==> src/rtl/mul_writeback_stage.sv <==
// Multiply writeback stage: tracks rd through the multiplier latency,
// buffers results in an in-order FIFO and issues credit-based stalls.
module mul_writeback_stage #(
  parameter int unsigned LATENCY    = 2,
  parameter int unsigned FIFO_DEPTH = 4,
  parameter int unsigned XLEN       = 32
) (
  input  logic            clk_i,
  input  logic            rst_ni,
  input  logic            opcode_valid_i,
  input  logic [31:0]     opcode_opcode_i,
  input  logic            hold_i,
  input  logic [XLEN-1:0] mul_result_i,
  input  logic            wb_ready_i,
  output logic            wb_valid_o,
  output logic [4:0]      wb_rd_o,
  output logic [XLEN-1:0] wb_value_o,
  output logic            stall_o,
  output logic            busy_o
);

  localparam int unsigned PW = (FIFO_DEPTH > 1) ? $clog2(FIFO_DEPTH) : 1;
  localparam int unsigned CW = $clog2(FIFO_DEPTH + 1);
  localparam int unsigned SW = $clog2(FIFO_DEPTH + LATENCY + 1);

  logic            is_mul;
  logic [4:0]      rd_dec;
  logic            accept;
  logic            push;
  logic            pop;

  logic [LATENCY-1:0] tv_q;
  logic [4:0]         trd_q [LATENCY];

  logic [4:0]      frd_q  [FIFO_DEPTH];
  logic [XLEN-1:0] fval_q [FIFO_DEPTH];
  logic [PW-1:0]   wptr_q, wptr_d;
  logic [PW-1:0]   rptr_q, rptr_d;
  logic [CW-1:0]   cnt_q, cnt_d;

  logic [SW-1:0]   inflight;
  logic [SW-1:0]   used;

  function automatic logic [PW-1:0] ptr_inc(input logic [PW-1:0] p);
    return (p == PW'(FIFO_DEPTH - 1)) ? '0 : p + 1'b1;
  endfunction

  // Decode MUL/MULH/MULHSU/MULHU (funct3[2]=0 excludes DIV/REM)
  always_comb begin
    is_mul = (opcode_opcode_i[6:0] == 7'b0110011)
           & (opcode_opcode_i[31:25] == 7'b0000001)
           & ~opcode_opcode_i[14];
    rd_dec = opcode_opcode_i[11:7];
  end

  // Credit accounting: every tag stage holds a FIFO slot in reserve
  always_comb begin
    inflight = '0;
    for (int i = 0; i < LATENCY; i++) begin
      inflight = inflight + SW'(tv_q[i]);
    end
    used = inflight + SW'(cnt_q);
  end

  assign stall_o = (used >= SW'(FIFO_DEPTH));
  assign busy_o  = (inflight != '0) | (cnt_q != '0);
  assign accept  = opcode_valid_i & is_mul & ~hold_i & ~stall_o;
  assign push    = ~hold_i & tv_q[LATENCY-1]
                 & (trd_q[LATENCY-1] != 5'd0);
  assign pop     = (cnt_q != '0) & wb_ready_i;

  // FIFO pointer and occupancy next-state
  always_comb begin
    wptr_d = push ? ptr_inc(wptr_q) : wptr_q;
    rptr_d = pop  ? ptr_inc(rptr_q) : rptr_q;
    cnt_d  = cnt_q;
    unique case ({push, pop})
      2'b10:   cnt_d = cnt_q + 1'b1;
      2'b01:   cnt_d = cnt_q - 1'b1;
      default: cnt_d = cnt_q;
    endcase
  end

  // Tag pipeline shadows the multiplier; freezes on hold
  always_ff @(posedge clk_i or negedge rst_ni) begin
    if (!rst_ni) begin
      tv_q <= '0;
      for (int i = 0; i < LATENCY; i++) trd_q[i] <= '0;
    end else if (!hold_i) begin
      tv_q[0]  <= accept;
      trd_q[0] <= rd_dec;
      for (int i = 1; i < LATENCY; i++) begin
        tv_q[i]  <= tv_q[i-1];
        trd_q[i] <= trd_q[i-1];
      end
    end
  end

  // Writeback FIFO storage, pointers and count
  always_ff @(posedge clk_i or negedge rst_ni) begin
    if (!rst_ni) begin
      wptr_q <= '0;
      rptr_q <= '0;
      cnt_q  <= '0;
      for (int i = 0; i < FIFO_DEPTH; i++) begin
        frd_q[i]  <= '0;
        fval_q[i] <= '0;
      end
    end else begin
      if (push) begin
        frd_q[wptr_q]  <= trd_q[LATENCY-1];
        fval_q[wptr_q] <= mul_result_i;
      end
      wptr_q <= wptr_d;
      rptr_q <= rptr_d;
      cnt_q  <= cnt_d;
    end
  end

  assign wb_valid_o = (cnt_q != '0);
  assign wb_rd_o    = frd_q[rptr_q];
  assign wb_value_o = fval_q[rptr_q];

  // Credits make a push into a full FIFO without a pop impossible
  a_no_overflow : assert property (
    @(posedge clk_i) disable iff (!rst_ni)
      !(push && (cnt_q == CW'(FIFO_DEPTH)) && !pop)
  );

endmodule

==> config.mk <==
export PLATFORM = sky130hd
export DESIGN_NAME = mul_writeback_stage
export DESIGN_NICKNAME = d
export VERILOG_FILES = /design/src/rtl/mul_writeback_stage.sv
export SDC_FILE = /design/constraint.sdc
export NUM_CORES = 1
export LEC_CHECK = 0
export ABC_AREA = 1
export CORE_MARGIN = 4
export CORE_UTILIZATION = 40
export CTS_CLUSTER_SIZE = 24
export DETAILED_ROUTE_END_ITERATION = 12
export HOLD_SLACK_MARGIN = 0.1
export SYNTH_ARGS = -nofsm -noshare
export SYNTH_HDL_FRONTEND = slang
export SYNTH_SLANG_ARGS = --single-unit
==> constraint.sdc <==
create_clock -name clk_i -period 4 [get_ports clk_i]
set_clock_uncertainty 0.1 [all_clocks]
set_input_delay 0.8 -clock clk_i [delete_from_list [all_inputs] [get_ports clk_i]]
set_output_delay 0.8 -clock clk_i [all_outputs]
set_load 0.01 [all_outputs]
Word level (Yosys, flattened, before mapping)
Cells that the tools add are included.
{ "classes": {"mux": 15, "n_reduce_logical": 5, "n_eq_ne": 6, "magnitude_cmp": 4, "addsub": 6, "n_bitwise": 14} }
{ "ops": {"columns": ["cell", "count"], "rows": [
  ["128-bit bitwise mux", 1],
  ["32-bit two-way mux", 3],
  ["32-bit binary-select mux with 2-bit select", 1],
  ["32-bit demux with 2-bit select", 1],
  ["20-bit bitwise mux", 1],
  ["5-bit two-way mux", 3],
  ["5-bit binary-select mux with 2-bit select", 1],
  ["5-bit demux with 2-bit select", 1],
  ["3-bit greater-or-equal comparator (second input constant)", 3],
  ["1-bit bitwise AND", 8],
  ["7-bit by 1-bit == test with 1-bit output (second input constant)", 1],
  ["7-bit by 6-bit == test with 1-bit output (second input constant)", 1],
  ["2-bit == test (second input constant)", 3],
  ["2-bit NOT with 3-bit output", 2],
  ["3-bit one-hot mux with 2 select lines", 1],
  ["3-bit nonzero test", 2],
  ["5-bit nonzero test", 1],
  ["2-bit by 1-bit adder with 2-bit output (second input constant)", 2],
  ["2-bit two-way mux", 2],
  ["2-bit by 3-bit adder with 3-bit output", 1],
  ["3-bit by 1-bit adder with 3-bit output (second input constant)", 1],
  ["3-bit by 1-bit < comparator with 1-bit output (second input constant)", 1],
  ["1-bit NOT", 3],
  ["3-bit by 1-bit subtractor with 3-bit output (second input constant)", 1],
  ["other kinds (5)", 5]
]} }
{ "word_totals": {"wordCells": 64, "out_inout_bits": 40, "ff_bits": 167} }

Longest topological paths before layout
{ "depth": {"word_depth": 6, "depth_mapped": 10} }

Worst setup path after synthesis
OpenSTA, ideal clock, no wires.
{ "synth_timing": {"path_kind": "input-to-reg", "startpoint": "input port hold_i", "endpoint": "register cnt_q[2]", "arrival_ps": 2272, "path_stages": 10, "slack_ps": 1497, "path_cell_list": "buf_2 > nor2_8 > buf_2 > nand2_1 > ha_1 > inv_1 > fa_1 > a21oi_1 > o21ai_0 > xor2_1"} }
{ "synth_between": {"elab_chain_cells": 5} }
{ "synth_rtl": {"columns": ["item", "line", "text"], "rows": [
  ["start, declared", "12", "input logic hold_i,"],
  ["1-bit NOT *", "68", "assign push = ~hold_i & tv_q[LATENCY-1]"],
  ["1-bit bitwise AND *", "68", null],
  ["1-bit bitwise AND *", "69", "& (trd_q[LATENCY-1] != 5'd0);"],
  ["2-bit by 1-bit == test with 1-bit output or 2-bit == test (tied branches)", "77", "unique case ({push, pop})"],
  ["3-bit one-hot mux with 2 select lines or 2-bit nonzero test (tied branches)", null, null],
  ["end signal, assigned", "116", "cnt_q <= cnt_d;"],
  ["end, declared", "39", "logic [CW-1:0] cnt_q, cnt_d;"]
]} }
Mark *: on every way between the ends. The rest lies on a longest branch, timed or not.
A chain may end at the register's enable or synchronous reset.

Worst setup path in the final report
{ "layout_timing": {"startpoint": "register rptr_q[1]", "endpoint": "output port wb_rd_o[1]"} }
{ "layout_between": {"elab_chain_cells": 4} }
{ "layout_rtl": {"columns": ["item", "line", "text"], "rows": [
  ["start, declared", "38", "logic [PW-1:0] rptr_q, rptr_d;"],
  ["start signal, assigned", "115", "rptr_q <= rptr_d;"],
  ["2-bit NOT with 3-bit output (not written as such)", "121", "assign wb_rd_o = frd_q[rptr_q];"],
  ["5-bit binary-select mux with 2-bit select", "121", null],
  ["5-bit two-way mux (not written as such) (2 in a row)", "121", null],
  ["end, declared", "16", "output logic [4:0] wb_rd_o,"]
]} }
Every way passes these cells. The select of a mux whose other input is x is not followed.

==> impl_metrics.yaml <==
place:
  dpl.hpwl_um: 12600
  place_ws_ns: 0.910
  port-buffer-count: 96
  place.gp.congestion: 0.747
floorplan:
  die_h_um: 151
  die_area_um2: 22800
  die_w_um: 151
  core-area_um2: 20200
  num_rows: 52
  start_util: 0.406
  io_pins: 109
global_route:
  top_usage_layer: "met2"
  overflow: 0
  grt_use_met2: 0.323
  use_met3: 0.0395
  antenna_found_initial: 0
  first_global_vias: 6829
  grt_use_met1: 0.304
  grt_max_degree: 78
  grt_pass1_wl_um: 37500
  track_usage: 0.209
pwr:
  pwr_density_cell_nw_per_um2: 571
  finalPower_mw: 5.59
  p_int_mw: 3.61
  p_leak_nw: 4.85
  p_clk_frac: 0.303
  p_comb_frac: 0.364
  p_switching_mw: 1.98
  p_seq_frac: 0.334
  swShare: 0.355
  ir_drop_mv: 0.297
setup_path:
  crit_path_max_incr_delay_ns: 0.92
  critPathCaptureType: "primary output"
  crit_fanout: 22
  path_cells: "buf_4, o21ai_0, o22ai_1, clkdlybuf4s50_1"
  critPathTopFamily: "flip-flops"
  cp_data_required_time_ns: 3.10
  crit_slowest_cell: "dfrtp_1"
  cp.arrival_ns: 2.68
  cp_num_buf_inv: 2
  start_kind: "flip-flop"
  r2r_setup_slack_ns: 1.10
  criticalPathCategory: "reg -> out"
timing:
  hold_viol: 0
  setup_ws_ns: 0.421
  worst_hold_slack_ns: 0.299
  slew_headroom: 0.419
  slew_viol_final: 0
  setup_viol: 0
  fin_crit_ns: 3.58
  setup-tns-final_ns: 0
  period_share: 0.895
  tightestPinTransition_ns: 0.872
  max_freq_mhz: 279
  rsz0062_at_grt: "no"
cts:
  postCtsHoldBufs: 0
  cts_tree: "yes"
  clkTransAtPathRegs_ns: 0.07
  clock-sinks: 167
  cts_buffers: 17
  cts_root_buffer: "clkbuf_16"
  cts_resized: 0
  cts_max_level: 4
  clk_latency_ns: 0.44
  clk_path_buf_depth: 2
  cts_setup_buffers: 0
yosys:
  yosysWarningCount: 0
  ys_ff_latch: 167
  async_reset_ff_frac: 1.00
  synth_area_leaders: "dfrtp_1 (51%), nand2_1 (15%), nand4_1 (11%)"
  synthTopCellsByCount: "nand2_1 (325), dfrtp_1 (167), nand4_1 (150), o21ai_0 (86), nor2_1 (82)"
  synth_most_common_cell: "nand2_1"
  mappedNetlistArea_um2: 8200
  netlist.area_leader.share: 0.510
  synth_top_area_cell: "dfrtp_1"
  synth_fp_nets: 1066
  yosysUniqueCellTypes: 26
  synth_edf_count: 0
  synthCells: 987
  postSynthAreaPerCell_um2: 8.30
  ys_dominant_reg_cell: "dfrtp_1"
  seq_area_frac_synth: 0.510
finish:
  nets: 1113
  syn2layout_area_growth_pct: 19.5
  final_layout_size_suffix_gt1_frac: 0.0611
  fin_util: 0.486
  antennaDiodeCount: 0
detailed_routing:
  drc: 0
  drt-initial-drc-count: 605
  ant_nets: 0
  detail_route.wirelength_um: 23400
  viasPerCell: 5.50
  first_pass_iters: 5
  wl_per_cell_um: 17.8
  vias: 7237
run:
  drv_cap: 0
hold_path:
  hp-class: "in -> async"
run_status:
  status: "finished, final reports clean"
-- metal layers --
metal	vias to the layer above	part of all wire	routed length, µm
li1	3470	-	-
met1	3507	0.46	10600
met2	227	0.47	11000
met3	33	0.061	1420
met4	0	0.015	359
met5	-	0	0
-- power by group through the flow --
stage          combinational [mW]  clock [mW]  sequential, mW
2_1_floorplan                1.10           0            1.85
3_3_place_gp                 2.05           0            1.90
3_5_place_dp                 2.04           0            1.89
4_1_cts                      2.05        1.72            1.86
5_1_grt                      2.23        1.80            1.88
6_report                     2.03        1.69            1.86
-- metrics by stage --
stage / instance area [µm²] / cells
global route: 9790 / 1317
global placement: 9190 / 1285
floorplan: 8200 / 987
detailed placement: 9190 / 1285
finish: 9790 / 1317
CTS: 9790 / 1317
-- cell type report --
class,instances,area [µm²]
inverter,22,82.6
tap,270,338
clock buffer,18,439
clock inverter,14,164
timing repair buffer,115,1130
fill,1989,10400
sequential,167,4180
multi-input combinational,711,3460
-- worst reg2reg max path, cell delays in order, from the launching register on --
cell	delay, ns
dfrtp_1	0.52
nor2_1	0.12
nand2_4	0.43
buf_4	0.62
nand3_4	0.68
nand2_1	0.23
nand2_1	0.08
-- cells in the final DEF, fill, tap and decap left out, types with 2 or more instances in the layout --
cell type / count
buf_12: 2
buf_4: 17
bufinv_16: 2
clkbuf_16: 17
clkdlybuf4s50_1: 95
clkinv_4: 2
clkinvlp_4: 3
dfrtp_1: 166
ha_1: 8
inv_1: 21
inv_6: 6
nand2_1: 325
nand3_1: 5
nand3_4: 4
nand4_1: 150
nor2_1: 82
o21ai_0: 86
o21ai_1: 4
o22ai_1: 37
or2_2: 2
-- logic make-up after synthesis --
family | synth area share
xor+xnor | 0.00214
fa+ha+maj | 0.0162
flops | 0.510
buf+inv | 0.0682
compound gates | 0.0838
simple gates | 0.320
-- worst paths after layout --
| kind | from | endpoint | depth (start not counted) |
|---|---|---|---|
| max in group asynchronous | rst_ni | fval_q[114]$_DFFE_PN0P_ | 2 |
| worst min register to register | frd_q[10]$_DFFE_PN0P_ | frd_q[10]$_DFFE_PN0P_ | 2 |
| worst max-delay path | rptr_q[1]$_DFFE_PN0P_ | wb_rd_o[1] | 4 |
| worst min-delay path | rst_ni | fval_q[112]$_DFFE_PN0P_ | 1 |
| worst max register to register | trd_q[0]$_DFFE_PN0N_ | fval_q[115]$_DFFE_PN0P_ | 6 |
| min in group clk_i | frd_q[10]$_DFFE_PN0P_ | frd_q[10]$_DFFE_PN0P_ | 2 |
-- registers in the layout (all words and copies together), names as in the netlist --
signal and count:
fval_q 128, trd_q 10, wptr_q 2, tv_q 2, rptr_q 2, cnt_q 3, frd_q 20
(Power assumes the default switching activity.)
